$ cat config.mk
export PLATFORM = sky130hd
export DESIGN_NAME = calc_sequencer
export DESIGN_NICKNAME = d
export VERILOG_FILES = /design/src/rtl/calc_pkg.sv /design/src/rtl/calc_operand_accum.sv /design/src/rtl/calc_sequencer.sv
export SDC_FILE = /design/constraint.sdc
export NUM_CORES = 1
export LEC_CHECK = 0
export CORE_MARGIN = 4
export CORE_UTILIZATION = 50
export DETAILED_ROUTE_END_ITERATION = 12
export PLACE_DENSITY_LB_ADDON = 0.15
export RECOVER_POWER = 25
export SLEW_MARGIN = 20
export SYNTH_ARGS = -nofsm -noshare
export SYNTH_HDL_FRONTEND = slang
export SYNTH_SLANG_ARGS = --single-unit
$ cat constraint.sdc
create_clock -name clk -period 8.5 [get_ports clk]
set_clock_uncertainty 0.1 [all_clocks]
set_input_delay 0.85 -clock clk [delete_from_list [all_inputs] [get_ports clk]]
set_output_delay 0.85 -clock clk [all_outputs]
set_load 0.05 [all_outputs]
$ cat src/rtl/calc_pkg.sv
// Shared key codes, ALU opcodes and sequencer states for the calculator.
// Latency: none, declarations and pure functions only.
// Backpressure: not applicable.
package calc_pkg;

    typedef enum logic [3:0] {
        KEY_1   = 4'd0,  KEY_2 = 4'd1,  KEY_3 = 4'd2,  KEY_ADD = 4'd3,
        KEY_4   = 4'd4,  KEY_5 = 4'd5,  KEY_6 = 4'd6,  KEY_SUB = 4'd7,
        KEY_7   = 4'd8,  KEY_8 = 4'd9,  KEY_9 = 4'd10, KEY_MUL = 4'd11,
        KEY_EQ  = 4'd12, KEY_0 = 4'd13, KEY_CLR = 4'd14, KEY_NEG = 4'd15
    } key_e;

    typedef enum logic [1:0] {
        OP_ADD = 2'd0,
        OP_SUB = 2'd1,
        OP_MUL = 2'd2
    } alu_op_e;

    typedef enum logic [2:0] {
        ENTRY_A = 3'd0,
        ENTRY_B = 3'd1,
        EXEC    = 3'd2,
        WAIT    = 3'd3,
        DONE    = 3'd4,
        ERR     = 3'd5
    } seq_state_e;

    localparam logic [15:0] ERR_DISPLAY = 16'h8000;

    function automatic logic key_is_op(input key_e k);
        return (k == KEY_ADD) || (k == KEY_SUB) || (k == KEY_MUL);
    endfunction

    function automatic logic key_is_digit(input key_e k);
        return !(key_is_op(k) || (k == KEY_EQ) || (k == KEY_CLR) || (k == KEY_NEG));
    endfunction

    function automatic logic [3:0] key_digit(input key_e k);
        logic [3:0] d;
        case (k)
            KEY_1:   d = 4'd1;
            KEY_2:   d = 4'd2;
            KEY_3:   d = 4'd3;
            KEY_4:   d = 4'd4;
            KEY_5:   d = 4'd5;
            KEY_6:   d = 4'd6;
            KEY_7:   d = 4'd7;
            KEY_8:   d = 4'd8;
            KEY_9:   d = 4'd9;
            default: d = 4'd0;
        endcase
        return d;
    endfunction

    function automatic alu_op_e key_op(input key_e k);
        alu_op_e op;
        case (k)
            KEY_SUB: op = OP_SUB;
            KEY_MUL: op = OP_MUL;
            default: op = OP_ADD;
        endcase
        return op;
    endfunction

endpackage

$ cat src/rtl/calc_operand_accum.sv
// Decimal operand builder: sign, magnitude, digit count, x10 accumulate with limit.
// Latency: one cycle from a digit/neg strobe to the updated value.
// Backpressure: none; every strobe is applied or dropped in the same cycle.
module calc_operand_accum #(
    parameter int DIGIT_LIMIT = 32767
) (
    input  logic        clk,
    input  logic        nRST,
    input  logic        clr,
    input  logic        dig_vld,
    input  logic [3:0]  dig,
    input  logic        neg_vld,
    output logic [15:0] value
);

    localparam logic [19:0] LIMIT = 20'(DIGIT_LIMIT);

    logic [15:0] mag;
    logic        neg;
    logic [2:0]  cnt;

    logic [15:0] base_mag;
    logic        base_neg;
    logic [2:0]  base_cnt;
    logic [19:0] prod;

    // A clear in the same cycle as a digit starts a fresh operand with that digit.
    always_comb begin
        base_mag = clr ? 16'd0 : mag;
        base_neg = clr ? 1'b0  : neg;
        base_cnt = clr ? 3'd0  : cnt;
        prod     = {4'd0, base_mag} * 20'd10 + {16'd0, dig};
    end

    always_ff @(posedge clk or negedge nRST) begin
        if (!nRST) begin
            mag <= 16'd0;
            neg <= 1'b0;
            cnt <= 3'd0;
        end else begin
            mag <= base_mag;
            neg <= base_neg;
            cnt <= base_cnt;
            if (dig_vld && (prod <= LIMIT)) begin
                mag <= prod[15:0];
                if (base_cnt != 3'd7)
                    cnt <= base_cnt + 3'd1;
            end
            if (neg_vld && (base_cnt == 3'd0))
                neg <= ~base_neg;
        end
    end

    assign value = neg ? (16'd0 - mag) : mag;

endmodule

$ cat src/rtl/calc_sequencer.sv
// Key-driven operand/operator sequencer owning the single start/done path to the ALU.
// Latency: key acked one edge after key_valid seen, applied the next edge; ALU result flagged one edge after alu_done.
// Backpressure: key_valid is left pending (no key_read) while in EXEC or WAIT.
module calc_sequencer
    import calc_pkg::*;
#(
    parameter int DIGIT_LIMIT = 32767
) (
    input  logic        clk,
    input  logic        nRST,
    input  logic        key_valid,
    input  logic [3:0]  key_index,
    output logic        key_read,
    output logic        alu_start,
    output logic [1:0]  alu_op,
    output logic [15:0] alu_a,
    output logic [15:0] alu_b,
    input  logic        alu_done,
    input  logic [15:0] alu_result,
    input  logic        alu_ovf,
    output logic [15:0] display_output,
    output logic        complete,
    output logic        error
);

    seq_state_e  state, state_nxt;
    key_e        key_q;
    alu_op_e     op_reg;
    logic [15:0] a_reg, b_reg, res_reg, acc_value;
    logic        b_touched;
    logic        done_q, done_ovf;
    logic [15:0] done_res;

    logic acc_clr, acc_dig_vld, acc_neg_vld;
    logic clr_all, latch_a, chain_a, latch_op, latch_b, latch_res;
    logic b_touch_set, b_touch_clr, is_dig, is_op, key_accept;

    calc_operand_accum #(.DIGIT_LIMIT(DIGIT_LIMIT)) u_accum (
        .clk     (clk),
        .nRST    (nRST),
        .clr     (acc_clr),
        .dig_vld (acc_dig_vld),
        .dig     (key_digit(key_q)),
        .neg_vld (acc_neg_vld),
        .value   (acc_value)
    );

    assign key_accept = key_valid && !key_read && (state != EXEC) && (state != WAIT);

    always_ff @(posedge clk or negedge nRST) begin
        if (!nRST) state <= ENTRY_A;
        else       state <= state_nxt;
    end

    always_comb begin
        state_nxt   = state;
        acc_clr     = 1'b0;
        acc_dig_vld = 1'b0;
        acc_neg_vld = 1'b0;
        clr_all     = 1'b0;
        latch_a     = 1'b0;
        chain_a     = 1'b0;
        latch_op    = 1'b0;
        latch_b     = 1'b0;
        latch_res   = 1'b0;
        b_touch_set = 1'b0;
        b_touch_clr = 1'b0;
        is_dig      = key_is_digit(key_q);
        is_op       = key_is_op(key_q);
        case (state)
            ENTRY_A: if (key_read) begin
                if (key_q == KEY_CLR)      clr_all = 1'b1;
                else if (is_dig)           acc_dig_vld = 1'b1;
                else if (key_q == KEY_NEG) acc_neg_vld = 1'b1;
                else if (is_op) begin
                    latch_a     = 1'b1;
                    latch_op    = 1'b1;
                    acc_clr     = 1'b1;
                    b_touch_clr = 1'b1;
                    state_nxt   = ENTRY_B;
                end
            end
            ENTRY_B: if (key_read) begin
                if (key_q == KEY_CLR) clr_all = 1'b1;
                else if (is_dig) begin
                    acc_dig_vld = 1'b1;
                    b_touch_set = 1'b1;
                end else if (key_q == KEY_NEG) begin
                    acc_neg_vld = 1'b1;
                    b_touch_set = 1'b1;
                end else if (is_op) latch_op = 1'b1;
                else if (key_q == KEY_EQ) begin
                    latch_b   = 1'b1;
                    state_nxt = EXEC;
                end
            end
            EXEC: state_nxt = WAIT;
            WAIT: if (done_q) begin
                latch_res = 1'b1;
                state_nxt = done_ovf ? ERR : DONE;
            end
            DONE: if (key_read) begin
                if (key_q == KEY_CLR) clr_all = 1'b1;
                else if (is_dig) begin
                    clr_all     = 1'b1;
                    acc_dig_vld = 1'b1;
                end else if (is_op) begin
                    chain_a     = 1'b1;
                    latch_op    = 1'b1;
                    acc_clr     = 1'b1;
                    b_touch_clr = 1'b1;
                    state_nxt   = ENTRY_B;
                end
            end
            ERR: if (key_read && (key_q == KEY_CLR)) clr_all = 1'b1;
            default: state_nxt = ENTRY_A;
        endcase
        if (clr_all) begin
            acc_clr   = 1'b1;
            state_nxt = ENTRY_A;
        end
    end

    always_ff @(posedge clk or negedge nRST) begin
        if (!nRST) begin
            key_read  <= 1'b0;
            key_q     <= KEY_1;
            a_reg     <= 16'd0;
            b_reg     <= 16'd0;
            res_reg   <= 16'd0;
            op_reg    <= OP_ADD;
            b_touched <= 1'b0;
            done_q    <= 1'b0;
            done_ovf  <= 1'b0;
            done_res  <= 16'd0;
        end else begin
            key_read <= key_accept;
            if (key_accept)
                key_q <= key_e'(key_index);
            // Result strobes are only meaningful while a transaction is outstanding.
            done_q   <= alu_done && (state == WAIT);
            done_ovf <= alu_ovf;
            done_res <= alu_result;
            if (clr_all) begin
                a_reg   <= 16'd0;
                b_reg   <= 16'd0;
                res_reg <= 16'd0;
                op_reg  <= OP_ADD;
            end else begin
                if (latch_a)   a_reg   <= acc_value;
                if (chain_a)   a_reg   <= res_reg;
                if (latch_op)  op_reg  <= key_op(key_q);
                if (latch_b)   b_reg   <= acc_value;
                if (latch_res) res_reg <= done_res;
            end
            if (b_touch_clr || clr_all) b_touched <= 1'b0;
            else if (b_touch_set)       b_touched <= 1'b1;
        end
    end

    always_comb begin
        display_output = 16'd0;
        case (state)
            ENTRY_A:    display_output = acc_value;
            ENTRY_B:    display_output = b_touched ? acc_value : a_reg;
            EXEC, WAIT: display_output = b_reg;
            DONE:       display_output = res_reg;
            ERR:        display_output = ERR_DISPLAY;
            default:    display_output = 16'd0;
        endcase
    end

    assign alu_start = (state == EXEC);
    assign alu_op    = op_reg;
    assign alu_a     = a_reg;
    assign alu_b     = b_reg;
    assign complete  = (state == DONE);
    assign error     = (state == ERR);

endmodule
==> metrics.cfg <==
[run_status]
status=finished, violations left
violations=max-capacitance violations, max-slew violations

[yosys]
synth_top_family_by_area=compound AO/OA/AOI/OAI gates
synth_cells=722
syn_nets=786
async_reset_ff_frac=1.00
yosysSeqAreaShare=0.382
syn_area_per_cell_um2=8.80
ys.warnings.count=0
synth-seq-cells=97
muxShareOfSynthArea=0.0408
synthAdderAreaFrac=0.0792
synth-simple-area-share=0.185
syn_area_um2=6350
synth_compound_area_frac=0.221
ys.flop_type=dfrtp_1
synth_edf_count=0
synthXorXnorAreaFrac=0.0510
synth_cell_types=74

[clock_network]
root_buffer=clkbuf_16
worstSkewPairLatency_ps=360
ctsLongestPathBuffers=2
post_cts_resized=0
cts_num_sinks=97
cts_hold_buf=0
h-tree-depth=3
cts_setup_buffers=0
cts_tree=yes
clk_pin_slew_ps=70
cts_made_buffers=9

[global_routing]
grt_busiest_layer=met2
grt_max_degree=71
antenna_found_initial=0
grt_pass1_wl_um=29200
gr-total-overflow=0
grt_use_met3=0.0585
grt_use_met2=0.390
first_global_vias=5560
use_met1=0.349
grt_use_total=0.251

[sta]
fmax_mhz=150
finalHoldViolCount=0
rsz0062_at_grt=false
fin_ws_ps=1840
period_needed_ps=6660
setup_tns_ps=0
setup_viol=0
fin_crit_sh=0.783
worst_pin_slew_ps=3710
timing.slew.headroom=-1.47
drv_slew=71

[route]
drt_iter0_markers=632
wirelength_um=17800
drtPass1Iterations=6
drcViolationCount=0
wl_per_cell_um=18.8
viasPerCell=6.09
num_vias=5776
antenna_left=0

[worst_setup_path]
critPathTopFamily=simple AND/OR/NAND/NOR gates
cp.arrival_ps=6800
worstReg2RegStart=state[0]
worstPathCellList=nor2_1, nand3_1, o31a_1, and2_1, ha_1, ha_1, fa_1, a211o_4, a2111oi_4, o21a_1, o31a_2, nand4b_2, or4_4, o21ai_4, nand2_4, mux2_1
critPathRequiredTime_ps=8640
crit_buf_inv=0
critPathMaxStageDelay_ps=800
endpoint_kind=flip-flop
start_kind=flip-flop
path_class=reg -> reg
cp_slowest_cell=nor2_1
critPathMaxFanout=19
crit_top_cell=ha_1
rrSetupSlack_ps=1840
rr_endpoint=u_accum.mag[5]
rr_worst_depth=16

[hold_path]
worstHoldPathType=reg -> reg
hold_depth=2
min_to=res_reg[12]
worstHoldStart=done_res[12]

[die]
core-area_um2=12200
initial_core_util=0.520
die_height_um=121
die-area_um2=14600
die_w_um=121
ios=79
fp-row-count=40

[placement]
globalplace.congestion=0.914
port_buffers=78
hpwlAfterDp_um=12900
dp_slack_ps=1950

[run]
cap_violations=2

[final_layout]
diodes=0
fillers=1056
area_growth_pct=18.7
drive_gt1_frac=0.0577
nets=839

## layout make-up
| cell class | instances | area, µm² | share of cell area |
|---|---|---|---|
| multi-input combinational | 557 | 3680 | 0.488 |
| clock buffer | 9 | 225 | 0.0299 |
| tap | 168 | 210 | 0.0279 |
| timing repair buffer | 82 | 801 | 0.106 |
| clock inverter | 7 | 87.6 | 0.0116 |
| sequential | 97 | 2430 | 0.322 |
| inverter | 28 | 105 | 0.0139 |
## metrics by stage
step / instance area (µm²) / cells / utilization / hold slack [ps]
global placement: 7230 / 932 / 0.592 / 384
detailed placement: 7230 / 932 / 0.592 / 388
floorplan: 6350 / 722 / - / 378
global route: 7540 / 948 / 0.617 / 413
CTS: 7540 / 948 / 0.617 / 308
finish: 7540 / 948 / 0.617 / 395
## per-layer routing
metal,wire length [µm],vias up,part of all wire
met5,0,-,0
met4,295,0,0.017
met3,1230,30,0.069
met2,8280,249,0.46
met1,8030,2798,0.45
li1,-,2699,-
## kinds of logic after synthesis
group                      count (synthesis)
and+or+nand+nor                          245
AOI/OAI and AO/OA                        215
DFF                                       97
buffers and inverters                     68
adders and majority gates                 39
xor gates and xnor gates                  37
muxes                                     21
## cells in the mapped netlist, types with 8 or more instances
cell,n,share of area
a211oi_1,12,0.014
and2_1,15,0.015
o21ai_0,60,0.047
mux2_4,8,0.019
a21oi_1,67,0.053
inv_1,28,0.017
nor3_1,10,0.0079
o211ai_1,8,0.0095
dfrtp_1,97,0.38
clkbuf_1,36,0.021
nor2_1,48,0.028
ha_1,37,0.073
xor2_1,18,0.025
nand2_1,91,0.054
xnor2_1,19,0.026
and3_1,8,0.0079
nand3_1,34,0.027
## placed cells by master, fill, tap and decap left out, types with 8 or more instances in the layout
master,netlist,final
mux2_4,8,8
inv_1,28,28
clkdlybuf4s50_1,0,60
a211oi_1,12,12
and3_1,8,8
dlygate4sd3_1,0,17
xor2_1,18,18
nand2_1,91,91
clkbuf_16,0,9
nand3_1,34,33
nor3_1,10,9
nor2_1,48,48
and2_1,15,15
o21ai_0,60,60
o211ai_1,8,8
a21oi_1,67,67
dfrtp_1,97,97
xnor2_1,19,19
ha_1,37,37
## how the worst max path moves through the flow
stage	start	to	slack, ps	depth (start not counted)
global route	state[0]	u_accum.mag[1]	1560	16
CTS	state[0]	u_accum.mag[1]	1950	16
finish	state[0]	u_accum.mag[5]	1840	16
detailed placement	state[0]	u_accum.mag[1]	1950	16
global placement	state[0]	u_accum.mag[4]	2230	16
floorplan	key_q[0]	u_accum.mag[10]	3180	20
## tightest hold or removal path: stages, from the launching register on
cell     delay (ps)
dfrtp_1         360
nand2_1          50
a21oi_1          50
Power is not shown: default switching activity piles up to over one toggle a cycle in this logic, so the estimate is an artifact.
